==> config.mk <==
export PLATFORM = sky130hd
export DESIGN_NAME = lte_ul_tdl_agc_pwr_meas
export DESIGN_NICKNAME = d
export VERILOG_FILES = /design/src/rtl/lte_ul_tdl_agc_pwr_meas.sv
export SDC_FILE = /design/constraint.sdc
export NUM_CORES = 2
export LEC_CHECK = 0
export BUFFER_PORTS_ARGS = -buffer_cell sky130_fd_sc_hd__buf_4
export CAP_MARGIN = 25
export CORE_MARGIN = 2
export CORE_UTILIZATION = 55
export DETAILED_ROUTE_END_ITERATION = 7
export PLACE_DENSITY = 0.84
export SETUP_SLACK_MARGIN = 0.2
export SYNTH_ARGS = -nofsm -noshare
export SYNTH_HDL_FRONTEND = slang
export SYNTH_SLANG_ARGS = --single-unit
==> constraint.sdc <==
create_clock -name clk_245 -period 7.85 [get_ports clk_245]
set_input_delay 1.57 -clock clk_245 [delete_from_list [all_inputs] [get_ports clk_245]]
set_output_delay 1.57 -clock clk_245 [all_outputs]
set_load 0.02 [all_outputs]
==> src/rtl/lte_ul_tdl_agc_pwr_meas.sv <==
`default_nettype none
// +----------------------------------------------------------------------------+
// | lte_ul_tdl_agc_pwr_meas: per-antenna windowed mean power after the UL AGC. |
// | Optional peak tracking: LTE_UL_AGC_PEAK_EN.   Revision: 1.0                |
// +----------------------------------------------------------------------------+
module lte_ul_tdl_agc_pwr_meas #(
  parameter int XNUM     = 8,
  parameter int WIN_LOG2 = 10
) (
  input  logic                clk_245,
  input  logic                asy_rst_n,
  input  logic                i_fram_hd,
  input  logic [29:0]         i_data,
  input  logic                i_data_valid,
  input  logic                i_ant8_sel,
  input  logic                i_clr,
  output logic                o_pwr_upd,
  output logic [2:0]          o_pwr_ant,
  output logic [29:0]         o_pwr,
  output logic [30*XNUM-1:0]  o_pwr_all,
  output logic [15*XNUM-1:0]  o_peak_all,
  output logic                o_sync_err
);
  localparam int                 c_ACC_W = 30 + WIN_LOG2;
  localparam int                 c_CNT_W = WIN_LOG2 + 1;
  localparam logic [c_CNT_W-1:0] c_WIN   = {1'b1, {WIN_LOG2{1'b0}}};
  localparam logic [c_CNT_W-1:0] c_ONE   = {{WIN_LOG2{1'b0}}, 1'b1};
  localparam logic [2:0]         c_LAST  = 3'(XNUM - 1);

  logic       r_first, r_sel_d, r_frz;
  logic [2:0] r_slot, w_cur;
  logic       w_wrap, w_resync, w_flush, w_accept;

  // r_slot holds the slot of the previous cycle; a header is aligned only after slot XNUM-1
  assign w_wrap   = (r_slot == c_LAST);
  assign w_cur    = (i_fram_hd || w_wrap) ? 3'd0 : r_slot + 3'd1;
  assign w_resync = i_fram_hd && !r_first && !w_wrap;
  assign w_flush  = w_resync || i_clr;
  assign w_accept = i_data_valid && (!w_cur[2] || (i_ant8_sel && !r_frz));

  always_ff @(posedge clk_245 or negedge asy_rst_n) begin
    if (!asy_rst_n) begin
      r_slot  <= 3'd0;
      r_first <= 1'b1;
      r_sel_d <= 1'b0;
      r_frz   <= 1'b0;
    end else begin
      r_slot  <= w_cur;
      r_sel_d <= i_ant8_sel;
      if (i_fram_hd) r_first <= 1'b0;
      if (r_sel_d && !i_ant8_sel) r_frz <= 1'b1;
      else if (w_flush)           r_frz <= 1'b0;
    end
  end

  logic        r_s1_vld, r_s2_vld;
  logic [14:0] r_s1_i, r_s1_q;
  logic [2:0]  r_s1_slot, r_s2_slot;
  logic [29:0] r_s2_sum, w_sum;
  logic signed [29:0] w_i_ext, w_q_ext, w_ii, w_qq;

  assign w_i_ext = {{15{r_s1_i[14]}}, r_s1_i};
  assign w_q_ext = {{15{r_s1_q[14]}}, r_s1_q};
  assign w_ii    = w_i_ext * w_i_ext;
  assign w_qq    = w_q_ext * w_q_ext;
  assign w_sum   = w_ii + w_qq;

  always_ff @(posedge clk_245 or negedge asy_rst_n) begin
    if (!asy_rst_n) begin
      r_s1_vld  <= 1'b0;
      r_s1_i    <= '0;
      r_s1_q    <= '0;
      r_s1_slot <= 3'd0;
      r_s2_vld  <= 1'b0;
      r_s2_sum  <= '0;
      r_s2_slot <= 3'd0;
    end else begin
      r_s1_vld  <= w_accept && !w_flush;
      r_s1_i    <= i_data[29:15];
      r_s1_q    <= i_data[14:0];
      r_s1_slot <= w_cur;
      r_s2_vld  <= r_s1_vld && !w_flush;
      r_s2_sum  <= w_sum;
      r_s2_slot <= r_s1_slot;
    end
  end

  logic [c_ACC_W-1:0] r_acc [XNUM];
  logic [c_CNT_W-1:0] r_cnt [XNUM];
  logic [c_ACC_W-1:0] w_acc_new;
  logic [c_CNT_W-1:0] w_cnt_new;
  logic               w_close;

  assign w_acc_new = r_acc[r_s2_slot] + {{WIN_LOG2{1'b0}}, r_s2_sum};
  assign w_cnt_new = r_cnt[r_s2_slot] + c_ONE;
  assign w_close   = r_s2_vld && (w_cnt_new == c_WIN);

  always_ff @(posedge clk_245 or negedge asy_rst_n) begin
    if (!asy_rst_n) begin
      for (int n = 0; n < XNUM; n++) begin
        r_acc[n] <= '0;
        r_cnt[n] <= '0;
      end
      o_pwr_upd  <= 1'b0;
      o_pwr_ant  <= 3'd0;
      o_pwr      <= '0;
      o_pwr_all  <= '0;
      o_sync_err <= 1'b0;
    end else begin
      o_pwr_upd  <= 1'b0;
      o_sync_err <= w_resync;
      if (w_flush) begin
        for (int n = 0; n < XNUM; n++) begin
          r_acc[n] <= '0;
          r_cnt[n] <= '0;
        end
        if (i_clr) begin
          o_pwr     <= '0;
          o_pwr_ant <= 3'd0;
          o_pwr_all <= '0;
        end
      end else if (w_close) begin
        r_acc[r_s2_slot] <= '0;
        r_cnt[r_s2_slot] <= '0;
        o_pwr_upd <= 1'b1;
        o_pwr_ant <= r_s2_slot;
        o_pwr     <= w_acc_new[c_ACC_W-1:WIN_LOG2];
        o_pwr_all[int'(r_s2_slot)*30 +: 30] <= w_acc_new[c_ACC_W-1:WIN_LOG2];
      end else if (r_s2_vld) begin
        r_acc[r_s2_slot] <= w_acc_new;
        r_cnt[r_s2_slot] <= w_cnt_new;
      end
    end
  end

`ifdef LTE_UL_AGC_PEAK_EN
  logic [14:0] w_abs_i, w_abs_q, r_s2_pk, w_pk_new;
  logic [14:0] r_pk [XNUM];

  // |-16384| = 16384 still fits the 15-bit unsigned magnitude
  assign w_abs_i  = r_s1_i[14] ? (~r_s1_i + 15'd1) : r_s1_i;
  assign w_abs_q  = r_s1_q[14] ? (~r_s1_q + 15'd1) : r_s1_q;
  assign w_pk_new = (r_s2_pk > r_pk[r_s2_slot]) ? r_s2_pk : r_pk[r_s2_slot];

  always_ff @(posedge clk_245 or negedge asy_rst_n) begin
    if (!asy_rst_n) begin
      r_s2_pk    <= '0;
      o_peak_all <= '0;
      for (int n = 0; n < XNUM; n++) r_pk[n] <= '0;
    end else begin
      r_s2_pk <= (w_abs_i > w_abs_q) ? w_abs_i : w_abs_q;
      if (w_flush) begin
        for (int n = 0; n < XNUM; n++) r_pk[n] <= '0;
        if (i_clr) o_peak_all <= '0;
      end else if (w_close) begin
        r_pk[r_s2_slot] <= '0;
        o_peak_all[int'(r_s2_slot)*15 +: 15] <= w_pk_new;
      end else if (r_s2_vld) begin
        r_pk[r_s2_slot] <= w_pk_new;
      end
    end
  end
`else
  assign o_peak_all = '0;
`endif

endmodule
`default_nettype wire

==> impl_results.rst <==
.. list-table::
   :header-rows: 1

   * - Metric
     - Value
   * - WP data required
     - about 8.4 ns
   * - Die ar.
     - 101000 sq um
   * - Total congestion overflow after global routing
     - 0
   * - Pre-CTS WS
     - 0.286 ns
   * - Number of fillers in the final layout
     - 7631
   * - Final Slew Violations
     - 0
   * - Most common cell in the netlist
     - nand2_1
   * - Share of synthesized cell area in and, or, nand and nor gates
     - 0.133
   * - CP startpoint kind
     - flop
   * - Die Ht
     - ~320 um
   * - Pin count of the biggest net entering global routing
     - 129
   * - CP Capture Point
     - r_s2_sum[27]
   * - Synth warnings
     - 0
   * - Number of DRC violations after detailed routing
     - 0
   * - Number of cell rows
     - 114
   * - Synth Area in Adders
     - 0.210
   * - Number of routed nets with antenna violations
     - 0
   * - Non-filler instance count after layout
     - 7025
   * - Compound-gate portion of the synthesized area
     - 0.154
   * - Final worst-path cycle share
     - 0.933
   * - Total number of vias
     - 45617
   * - Drt first pass iters
     - 7
   * - Max-slew headroom at the worst pin
     - 0.224
   * - TritonCTS clock tree
     - done
   * - Critical path class
     - reg -> reg
   * - Clk Latency, worst-skew pair
     - around 0.70 ns
   * - Most frequently used flop master after synthesis
     - dfrtp_1
   * - Reg-to-Reg Start
     - r_s1_q[0]
   * - Layout-stage area growth over the synthesis result
     - 11.4%
   * - Number of clock sinks seen by CTS
     - 754
   * - Cell at the root of the clock tree
     - clkbuf_16
   * - Detailed Route WL
     - 184000 um
   * - Result of the run
     - finished, final reports clean
   * - Layout net count
     - 6347
   * - Setup repair after global routing missed its margin
     - yes
   * - Post-synth EDFFs
     - 0
   * - Shortest period the worst path allows
     - 7.32 ns
   * - Number of levels in the clock H-tree
     - 3
   * - # IOs
     - 431
   * - DP HPWL
     - 134000 um
   * - Vias per inst
     - 6.49
   * - Seq/Total Area, Yosys
     - 0.350
   * - Placed insts
     - 6870
   * - Beginning of the critical path
     - r_s1_q[0]
   * - Portion of synthesized cell area occupied by the leading cell type
     - 0.349
   * - Share of flip-flops with an asynchronous set or reset
     - 1.00
   * - Total global-route track usage
     - 0.364
   * - Mean instance size in the synthesized netlist
     - slightly below 10 sq um
   * - Critical path arrival
     - 7.86 ns
   * - Port bufs
     - between 300 and 400
   * - Synthesized cell area
     - 54000 sq um
   * - Maximum clock insertion buffer count
     - 3
   * - Initial antenna violation count
     - 2
   * - Starting Density
     - 0.557
   * - Number of instances in the synthesized netlist
     - 5449
   * - Library cell with the largest summed area after synthesis
     - dfrtp_1
   * - Starting DRT DRC Count
     - 6277
   * - FF+latch count, synth
     - 754
   * - Final Hold Viols
     - 0
   * - Endpoint of the worst-slack reg-to-reg timing path
     - r_s2_sum[27]
   * - Vias in the first global route
     - 45722
   * - Share of layout cells above drive strength 1
     - 0.140
   * - Worst Max-Slew Pin Slew
     - between 1 and 1.5 ns
   * - Global placement routability congestion
     - 1.07
   * - Critical-path maximum fanout
     - 17
   * - Commonest cells post-synth
     - nand2_1, dfrtp_1, inv_1
   * - Number of maximum-capacitance violations
     - 0
   * - Synth Area in XOR/XNOR
     - 0.0159
   * - Proportion of synthesized area in mux cells
     - 0.0591
   * - Worst reg2reg setup slack
     - roughly 0.53 ns
   * - Critical Path Sink Type
     - flop
   * - Slack of the critical path
     - 0.528 ns
   * - Chip width
     - 317 um
   * - Setup fix buffers added after clock tree synthesis
     - 0
   * - Clock-pin slew on the worst setup and hold paths
     - 0.06 ns
   * - Synth top area cells
     - dfrtp_1, fa_1, nand2_1
   * - Worst Reg-to-Reg Cells
     - 20
   * - Count of unique library cells instantiated by Yosys
     - 107
   * - Highest clock rate
     - approximately 0.14 GHz
   * - Routed length per placed instance
     - 26.1 um
   * - Setup TNS Final
     - 0 ns
   * - Inserted Clock Buffers
     - 80
   * - Worst setup skew after layout
     - 0.0617 ns
   * - Combinational family with the most area after synthesis
     - adder cells
   * - Global-route wire length before repair
     - 277000 um
   * - Placeable core area
     - ~97000 sq um
   * - Final setup violation count
     - 0
   * - Path class of the lowest-slack min-delay path
     - reg -> reg
[registers in the layout, indices dropped and copies added, names as in the netlist]
| signal | cells |
|---|---|
| r_frz | 1 |
| r_first | 1 |
| r_s2_vld | 1 |
| r_s1_vld | 1 |
| r_s1_slot | 3 |
| o_pwr_ant | 3 |
| r_s1_q | 15 |
| o_pwr | 30 |
| r_cnt | 88 |
| r_acc | 320 |
| o_pwr_all | 240 |
| r_s2_sum | 30 |
| r_sel_d | 1 |
| r_s2_slot | 3 |
| o_pwr_upd | 1 |
| r_s1_i | 15 |
| o_sync_err | 1 |
[worst min path at each step]
stage / depth (start not counted) / start / endpoint / slack, ns
after floorplan: 0 / r_s1_slot[1] / r_s2_slot[1] / 0.36
after global placement: 0 / r_s1_slot[2] / r_s2_slot[2] / 0.37
after detailed placement: 0 / r_s1_slot[2] / r_s2_slot[2] / 0.39
after CTS: 0 / r_s1_slot[2] / r_s2_slot[2] / 0.41
after global routing: 0 / r_s1_slot[2] / r_s2_slot[2] / 0.41
final: 0 / r_s1_slot[2] / r_s2_slot[2] / 0.40
[per-stage QoR]
step / utilization / hold slack, ns / instance area [sq um]
final: 0.620 / 0.401 / 60100
after global routing: 0.620 / 0.414 / 60100
after CTS: 0.619 / 0.406 / 60100
after detailed placement: 0.592 / 0.388 / 57400
after global placement: 0.591 / 0.375 / 57400
after floorplan: - / 0.357 / 54400
[critical path, cell delays in order (launching register included)]
cell and delay [ns]:
dfrtp_2 0.53, nand2_1 0.20, inv_1 0.09, fa_1 0.58, fa_1 0.75, inv_1 0.19, fa_1 0.50, fa_1 0.57
fa_1 0.45, fa_1 0.50, inv_1 0.05, fa_1 0.53, fa_1 0.44, ha_1 0.37, a21o_1 0.22, a21o_1 0.19
or3_1 0.33, o21a_1 0.18, a21oi_1 0.21, o21ai_0 0.15, xor2_1 0.16
[cell type report]
type / instances / area, sq um / area share
Timing Repair Buffer: 457 / 3520 / 0.0585
Sequential cell: 754 / 18900 / 0.314
Antenna cell: 4 / 10.0 / 0.000166
Multi-Input combinational cell: 3878 / 31500 / 0.524
Tap cell: 1276 / 1600 / 0.0265
Clock inverter: 28 / 359 / 0.00597
Inverter: 508 / 1910 / 0.0317
Clock buffer: 120 / 2350 / 0.0391
[timing repair]
action	in CTS	in global routing
setup endpoints to repair	0	8
hold buffers	0	0
gates resized for setup	0	18
hold endpoints to repair	0	0
[cells by family (layout without fill, tap and decap cells)]
logic type	Yosys count	in the layout
muxes	176	176
and+or+nand+nor	1610	1610
buffers and inverters	936	1113
adders and majority gates	632	632
DFF	754	754
AOI/OAI and AO/OA	1244	1244
other	1	124
xor gates and xnor gates	96	96
[per-layer routing]
metal  vias up  track usage  routed length (um)
met2      3377        0.543               81100
met1     22685        0.481               67000
met3       710        0.113               24300
met5         -            0                   8
li1      18843            -                   -
met4         2        0.184               11300
[placed cells by master, fill, tap and decap left out, drive strengths merged, types with 18 or more instances in the layout]
cell type,netlist,routed
a211oi,25,25
a21o,25,25
a21oi,176,176
a22o,198,198
a22oi,41,41
a31oi,27,27
and2,126,126
and3,24,24
buf,204,457
clkbuf,224,120
clkinv,2,18
conb,1,120
dfrtp,753,753
fa,457,457
ha,175,175
inv,506,509
mux2i,52,52
mux4,107,107
nand2,853,853
nand2b,27,27
nand3,131,131
nand4,29,29
nor2,251,251
nor2b,32,32
nor3,66,66
nor4,18,18
o211ai,32,32
o21a,21,21
o21ai,460,460
o221ai,25,25
o22ai,23,23
o31ai,19,19
or3,19,19
xnor2,66,66
xor2,30,30
Power is left out: the tool's default activity adds up to more than one toggle a clock period on the data nets, which glitch-free logic cannot reach.
